## config.mk

```make
export PLATFORM = sky130hd
export DESIGN_NAME = ovf_snapshot_unit
export DESIGN_NICKNAME = d
export VERILOG_FILES = /design/src/rtl/ovf_snap_pkg.sv /design/src/rtl/ovf_sat_cnt.sv /design/src/rtl/ovf_snapshot_unit.sv
export SDC_FILE = /design/constraint.sdc
export NUM_CORES = 1
export LEC_CHECK = 0
export CELL_PAD_IN_SITES_DETAIL_PLACEMENT = 0
export CELL_PAD_IN_SITES_GLOBAL_PLACEMENT = 1
export CORE_MARGIN = 2
export CORE_UTILIZATION = 36
export CTS_CLUSTER_SIZE = 30
export DETAILED_ROUTE_END_ITERATION = 10
export GPL_TIMING_DRIVEN = 0
export PLACE_DENSITY = 0.83
export SLEW_MARGIN = 0
export SYNTH_ARGS = -nofsm -noshare
export SYNTH_HDL_FRONTEND = slang
export SYNTH_SLANG_ARGS = --single-unit
```

## constraint.sdc

```tcl
create_clock -name clk -period 4.65 [get_ports clk]
set_input_delay 1.1625 -clock clk [delete_from_list [all_inputs] [get_ports clk]]
set_output_delay 1.1625 -clock clk [all_outputs]
set_load 0.02 [all_outputs]
```

## src/rtl/ovf_snap_pkg.sv

```systemverilog
// Shared definitions for the overflow snapshot unit: FSM state encoding,
// width of the live (low) count and the default width of the extension counter.
package ovf_snap_pkg;

    // Low part of the extended count comes straight from the upstream 8-bit counter.
    localparam int LO_W     = 8;

    // Default width of the overflow-extension (high) counter.
    localparam int HI_W_DEF = 16;

    // Snapshot handshake states: IDLE = no snapshot held, HOLD = snapshot valid.
    typedef enum logic [0:0] {
        IDLE = 1'b0,
        HOLD = 1'b1
    } snap_state_e;

endpackage : ovf_snap_pkg

```

## src/rtl/ovf_sat_cnt.sv

```systemverilog
// Saturating HI_W-bit overflow-extension counter.
// count     : registered running value.
// count_inc : count plus this cycle's increment (saturated), ignoring clear.
//             The parent uses it to capture a snapshot that already includes a
//             wrap happening in the capture cycle.
// at_max    : count_inc is all-ones, i.e. the register becomes (or stays)
//             saturated on the next edge unless cleared.
module ovf_sat_cnt
    import ovf_snap_pkg::*;
#(
    parameter int HI_W = HI_W_DEF
) (
    input  logic            clk,
    input  logic            rst_n,
    input  logic            clear,
    input  logic            inc,
    output logic [HI_W-1:0] count,
    output logic [HI_W-1:0] count_inc,
    output logic            at_max
);

    localparam logic [HI_W-1:0] ALL_ONES = {HI_W{1'b1}};
    localparam logic [HI_W-1:0] ZERO     = {HI_W{1'b0}};
    localparam logic [HI_W-1:0] ONE      = {{(HI_W-1){1'b0}}, 1'b1};

    logic [HI_W-1:0] count_r;
    logic [HI_W-1:0] count_s;

    // Saturating increment: once all-ones, further increments are dropped.
    always_comb begin
        count_inc = count_r;
        if (inc && (count_r != ALL_ONES)) begin
            count_inc = count_r + ONE;
        end else begin
            count_inc = count_r;
        end
    end

    assign at_max = (count_inc == ALL_ONES);

    // Next register value; clear wins over a simultaneous increment.
    always_comb begin
        count_s = count_r;
        if (clear) begin
            count_s = ZERO;
        end else begin
            count_s = count_inc;
        end
    end

    // Counter register with synchronous active-low reset.
    always_ff @(posedge clk) begin
        if (!rst_n) begin
            count_r <= ZERO;
        end else begin
            count_r <= count_s;
        end
    end

    assign count = count_r;

endmodule : ovf_sat_cnt

```

## src/rtl/ovf_snapshot_unit.sv

```systemverilog
// Overflow snapshot unit: extends an upstream 8-bit counter with a saturating
// HI_W-bit overflow count and offers {hi, lo} snapshots through a
// valid/ready handshake, plus sticky saturation / lost-request flags.
// Optional feature: define OVF_SNAP_IRQ_EN to build the irq threshold pulse
// (ovf_hi stepping from IRQ_THRESH-1 to IRQ_THRESH). Without it irq is
// constant 0 and IRQ_THRESH has no effect; the port list is identical.
module ovf_snapshot_unit
    import ovf_snap_pkg::*;
#(
    parameter int HI_W       = HI_W_DEF,
    parameter int IRQ_THRESH = 100
) (
    input  logic                 clk,
    input  logic                 rst_n,
    input  logic [LO_W-1:0]      cnt_in,
    input  logic                 ovf_in,
    input  logic                 clear,
    input  logic                 snap_req,
    input  logic                 out_ready,
    output logic                 snap_valid,
    output logic [HI_W+LO_W-1:0] snap_data,
    output logic [HI_W-1:0]      ovf_hi,
    output logic                 sat,
    output logic                 snap_lost,
    output logic                 irq
);

    localparam int SNAP_W = HI_W + LO_W;

    snap_state_e         state_r;
    snap_state_e         state_s;
    logic                capture_s;
    logic [SNAP_W-1:0]   snap_data_r;
    logic [SNAP_W-1:0]   snap_data_s;
    logic                sat_r;
    logic                sat_s;
    logic                lost_r;
    logic                lost_s;
    logic [HI_W-1:0]     hi_inc_s;
    logic                hi_at_max_s;

    ovf_sat_cnt #(
        .HI_W (HI_W)
    ) u_hi_cnt (
        .clk       (clk),
        .rst_n     (rst_n),
        .clear     (clear),
        .inc       (ovf_in),
        .count     (ovf_hi),
        .count_inc (hi_inc_s),
        .at_max    (hi_at_max_s)
    );

    // Snapshot FSM next state; a request is only taken from IDLE, so a
    // request on the accepting handshake cycle is not turned into a capture.
    always_comb begin
        state_s   = state_r;
        capture_s = 1'b0;
        case (state_r)
            IDLE: begin
                if (snap_req) begin
                    state_s   = HOLD;
                    capture_s = 1'b1;
                end else begin
                    state_s   = IDLE;
                end
            end
            HOLD: begin
                if (out_ready) begin
                    state_s = IDLE;
                end else begin
                    state_s = HOLD;
                end
            end
            default: begin
                state_s = IDLE;
            end
        endcase
    end

    // Capture uses the count including this cycle's wrap and ignores clear,
    // so a capture on a clear cycle still sees the pre-clear value.
    always_comb begin
        snap_data_s = snap_data_r;
        if (capture_s) begin
            snap_data_s = {hi_inc_s, cnt_in};
        end else begin
            snap_data_s = snap_data_r;
        end
    end

    // Sticky flags; clear takes priority over any simultaneous set event.
    always_comb begin
        sat_s  = sat_r;
        lost_s = lost_r;
        if (clear) begin
            sat_s  = 1'b0;
            lost_s = 1'b0;
        end else begin
            sat_s  = sat_r | hi_at_max_s;
            if ((state_r == HOLD) && snap_req) begin
                lost_s = 1'b1;
            end else begin
                lost_s = lost_r;
            end
        end
    end

    // State, capture and sticky-flag registers with synchronous active-low reset.
    always_ff @(posedge clk) begin
        if (!rst_n) begin
            state_r     <= IDLE;
            snap_data_r <= {SNAP_W{1'b0}};
            sat_r       <= 1'b0;
            lost_r      <= 1'b0;
        end else begin
            state_r     <= state_s;
            snap_data_r <= snap_data_s;
            sat_r       <= sat_s;
            lost_r      <= lost_s;
        end
    end

    assign snap_valid = (state_r == HOLD);
    assign snap_data  = snap_data_r;
    assign sat        = sat_r;
    assign snap_lost  = lost_r;

`ifdef OVF_SNAP_IRQ_EN
    localparam logic [31:0] THRESH_U = 32'(IRQ_THRESH);

    logic irq_r;
    logic irq_s;

    // Threshold pulse: only a real increment landing exactly on the threshold fires.
    always_comb begin
        irq_s = 1'b0;
        if (!clear && (hi_inc_s != ovf_hi) && (32'(hi_inc_s) == THRESH_U)) begin
            irq_s = 1'b1;
        end else begin
            irq_s = 1'b0;
        end
    end

    // Registered single-cycle irq pulse.
    always_ff @(posedge clk) begin
        if (!rst_n) begin
            irq_r <= 1'b0;
        end else begin
            irq_r <= irq_s;
        end
    end

    assign irq = irq_r;
`else
    assign irq = 1'b0;
`endif

endmodule : ovf_snapshot_unit

```

==> impl_metrics.toml <==
[outcome]
status = "finished clean"

[power]
ir_worst_vdd_uv = 143
leakagePower_uw = 0.000904
powerDensity_nw_per_um2 = 269

[logic_synthesis]
synth_top_area_cell = "dfxtp_1"
async_flop_share_pct = 0
syn_inst = 227
synth_ff_type = "dfxtp_1"
syn_avg_cell_area_um2 = 8.31
syn_area_um2 = 1890
synth_cell_types = 48
synthTopCellsByArea = "dfxtp_1 (46%), nand2_1 (8.0%), nor2_1 (6.0%)"
synth-edff-count = 0
syn_nets = 242
ys_ff_latch = 43
yosysTopAreaCellShare_pct = 45.7
ys_seq_area_share_pct = 45.7
synth_warnings = 0

[worst_setup_path]
rrSetupSlack_ns = 2.32
worstPathMaxFanout = 8
required_ns = 4.88
critPathCaptureType = "flop"
arrival_ns = 3.30
critical_path_class = "in2reg"
startpoint_type = "primary input"

[hold_path]
min-delay-path-class = "reg2reg"

[detailed_routing]
drtPass1Iterations = 4
postRouteAntennaNets = 0
drtIter0Drc = 81
wl_per_cell_um = 13.4
wirelength_um = 4840
avgViaCountPerCell = 4.94
vias = 1785
drc = 0

[final_layout]
n_antenna_cell = 0
syn_to_final_growth_pct = 38.9
drive_above_1_share_pct = 8.93
finalNetCount = 305

[timing]
slew_violations = 0
max_freq_mhz = 325
rsz0062_at_grt = "false"
finClkSkew_ns = 0.00384
finalHoldViolations = 0
setup_violations = 0
fin_crit_ns = 3.07
min_period_over_period_pct = 66.1
tightest_slew_ns = 0.531
slew_headroom_pct = 64.1
fin_tns_setup_ns = 0
setup_ws_ns = 1.58

[grt]
grt_pass1_vias = 1562
antenna_found_initial = 0
grt_pass1_wl_um = 8020
grt_max_degree = 14
track_usage_pct = 17.3
overflow = 0

[clocking]
cts_hold_buf = 0
cts.clk_slew.worst_paths_ns = 0.08
tritoncts = "done"
clock_path_buffers = 2
clock_tree.root_cell = "clkbuf_8"
post_cts_buffers = 0
cts_buffers = 5
clock_sinks = 43
htree_levels = 2
postCtsResizedCells = 0
clk_latency_ns = 0.29

[run]
max_cap_viol_count = 0

[placement]
place_hpwl_um = 3640
port_buffers = 56
place_ws_ns = 1.30
gp_congestion = 0.872

[floorplanning]
dieArea_um2 = 5830
start_util_pct = 37.2
die_y_um = 76.4
rows = 26
core_area_um2 = 5070
io_pins = 58
die_w_um = 76.4
[routing by layer]
metal	vias to the layer above	wire length (um)	track usage (%)
met2	57	2100	25.7
met4	0	68	6.36
met5	-	0	0
met3	6	297	3.91
met1	800	2370	24.6
li1	922	-	-
[cells in the final DEF (no fill, tap or decap), types with 2 or more instances in the layout]
cell type        instances
xnor2_1                  4
o21ai_1                  2
nor3_1                   4
xor2_1                   3
nand2b_1                 3
and4_1                   2
nand3_1                  6
nor2b_1                  2
buf_4                    4
clkbuf_1                 9
o21ai_0                  3
a31oi_1                  2
dfxtp_1                 43
a211oi_1                 9
clkdlybuf4s50_1         56
nor2_1                  30
a21oi_1                 17
mux2i_1                  2
and4_4                   2
a21oi_2                  2
and3_2                   2
and2_1                   2
clkbuf_8                 5
nand4_1                  8
and3_1                   2
inv_1                    2
nand2_1                 40
[layout make-up]
type	count	area, um2
Buffer	12	60.1
Clock buffer	6	72.6
Clock inverter	2	12.5
Fill cell	532	2460
Inverter	3	11.3
Multi-Input combinational cell	169	953
Sequential cell	43	861
Tap cell	70	87.6
Timing Repair Buffer	56	561
[metrics by stage]
step           util [%]  hold WS, ns  cell area (um2)  std cells  power (uW)
2_1_floorplan         -        0.521             1890        227         437
3_3_place_gp       49.9        0.441             2530        353         480
3_5_place_dp       49.9        0.447             2530        353         480
4_1_cts            51.6        0.458             2620        361         711
5_1_grt            51.6        0.478             2620        361         735
6_report           51.6        0.454             2620        361         703
[sequential cells by signal, indices dropped and copies added (netlist names)]
register	flops
snap_data	24
u_hi_cnt.count	16
snap_valid	1
snap_lost	1
sat	1
[worst max-delay path, cell delays in order]
cell,delay (ns)
clkdlybuf4s50_1,0.63
nand4_1,0.32
nor4_1,0.40
o21ai_1,0.13
or4_1,0.53
o21ai_1,0.13
[final timing paths]
check | start | to | cells after the start
setup / recovery | ovf_in | sat$_SDFF_PP0_ | 6
hold reg to reg | sat$_SDFF_PP0_ | sat$_SDFF_PP0_ | 2
hold / removal | sat$_SDFF_PP0_ | sat$_SDFF_PP0_ | 2
setup reg to reg | u_hi_cnt.count[0]$_SDFF_PP0_ | snap_data[19]$_SDFFE_PN0P_ | 7
[synthesized netlist by cell type (4+ instances only)]
cell       n
nor2_1    30
a211oi_1   9
nand3_1    6
clkbuf_1   8
nand4_1    8
xnor2_1    4
a21oi_1   17
nor3_1     4
nand2_1   40
buf_4      4
dfxtp_1   43
[power breakdown]
| group | switching (uW) | internal, uW | leakage, uW |
|---|---|---|---|
| sequential | 6.20 | 379 | 0.000350 |
| combinational | 46.2 | 39.4 | 0.000513 |
| clock | 128 | 105 | 0.0000412 |
[cells by family (layout without fill, tap and decap cells)]
group	after synthesis	count (layout)	share of synthesized area [%]
AO/OA/AOI/OAI	45	45	16.1
XOR/XNOR	7	7	3.25
adder cells (fa/ha/maj)	1	1	0.663
buffers and inverters	15	79	3.78
flip-flops	43	43	45.7
multiplexers	2	2	1.06
other	1	1	0.199
AND/OR/NAND/NOR	113	113	29.3
No activity file was read; power rests on OpenSTA's default activity.
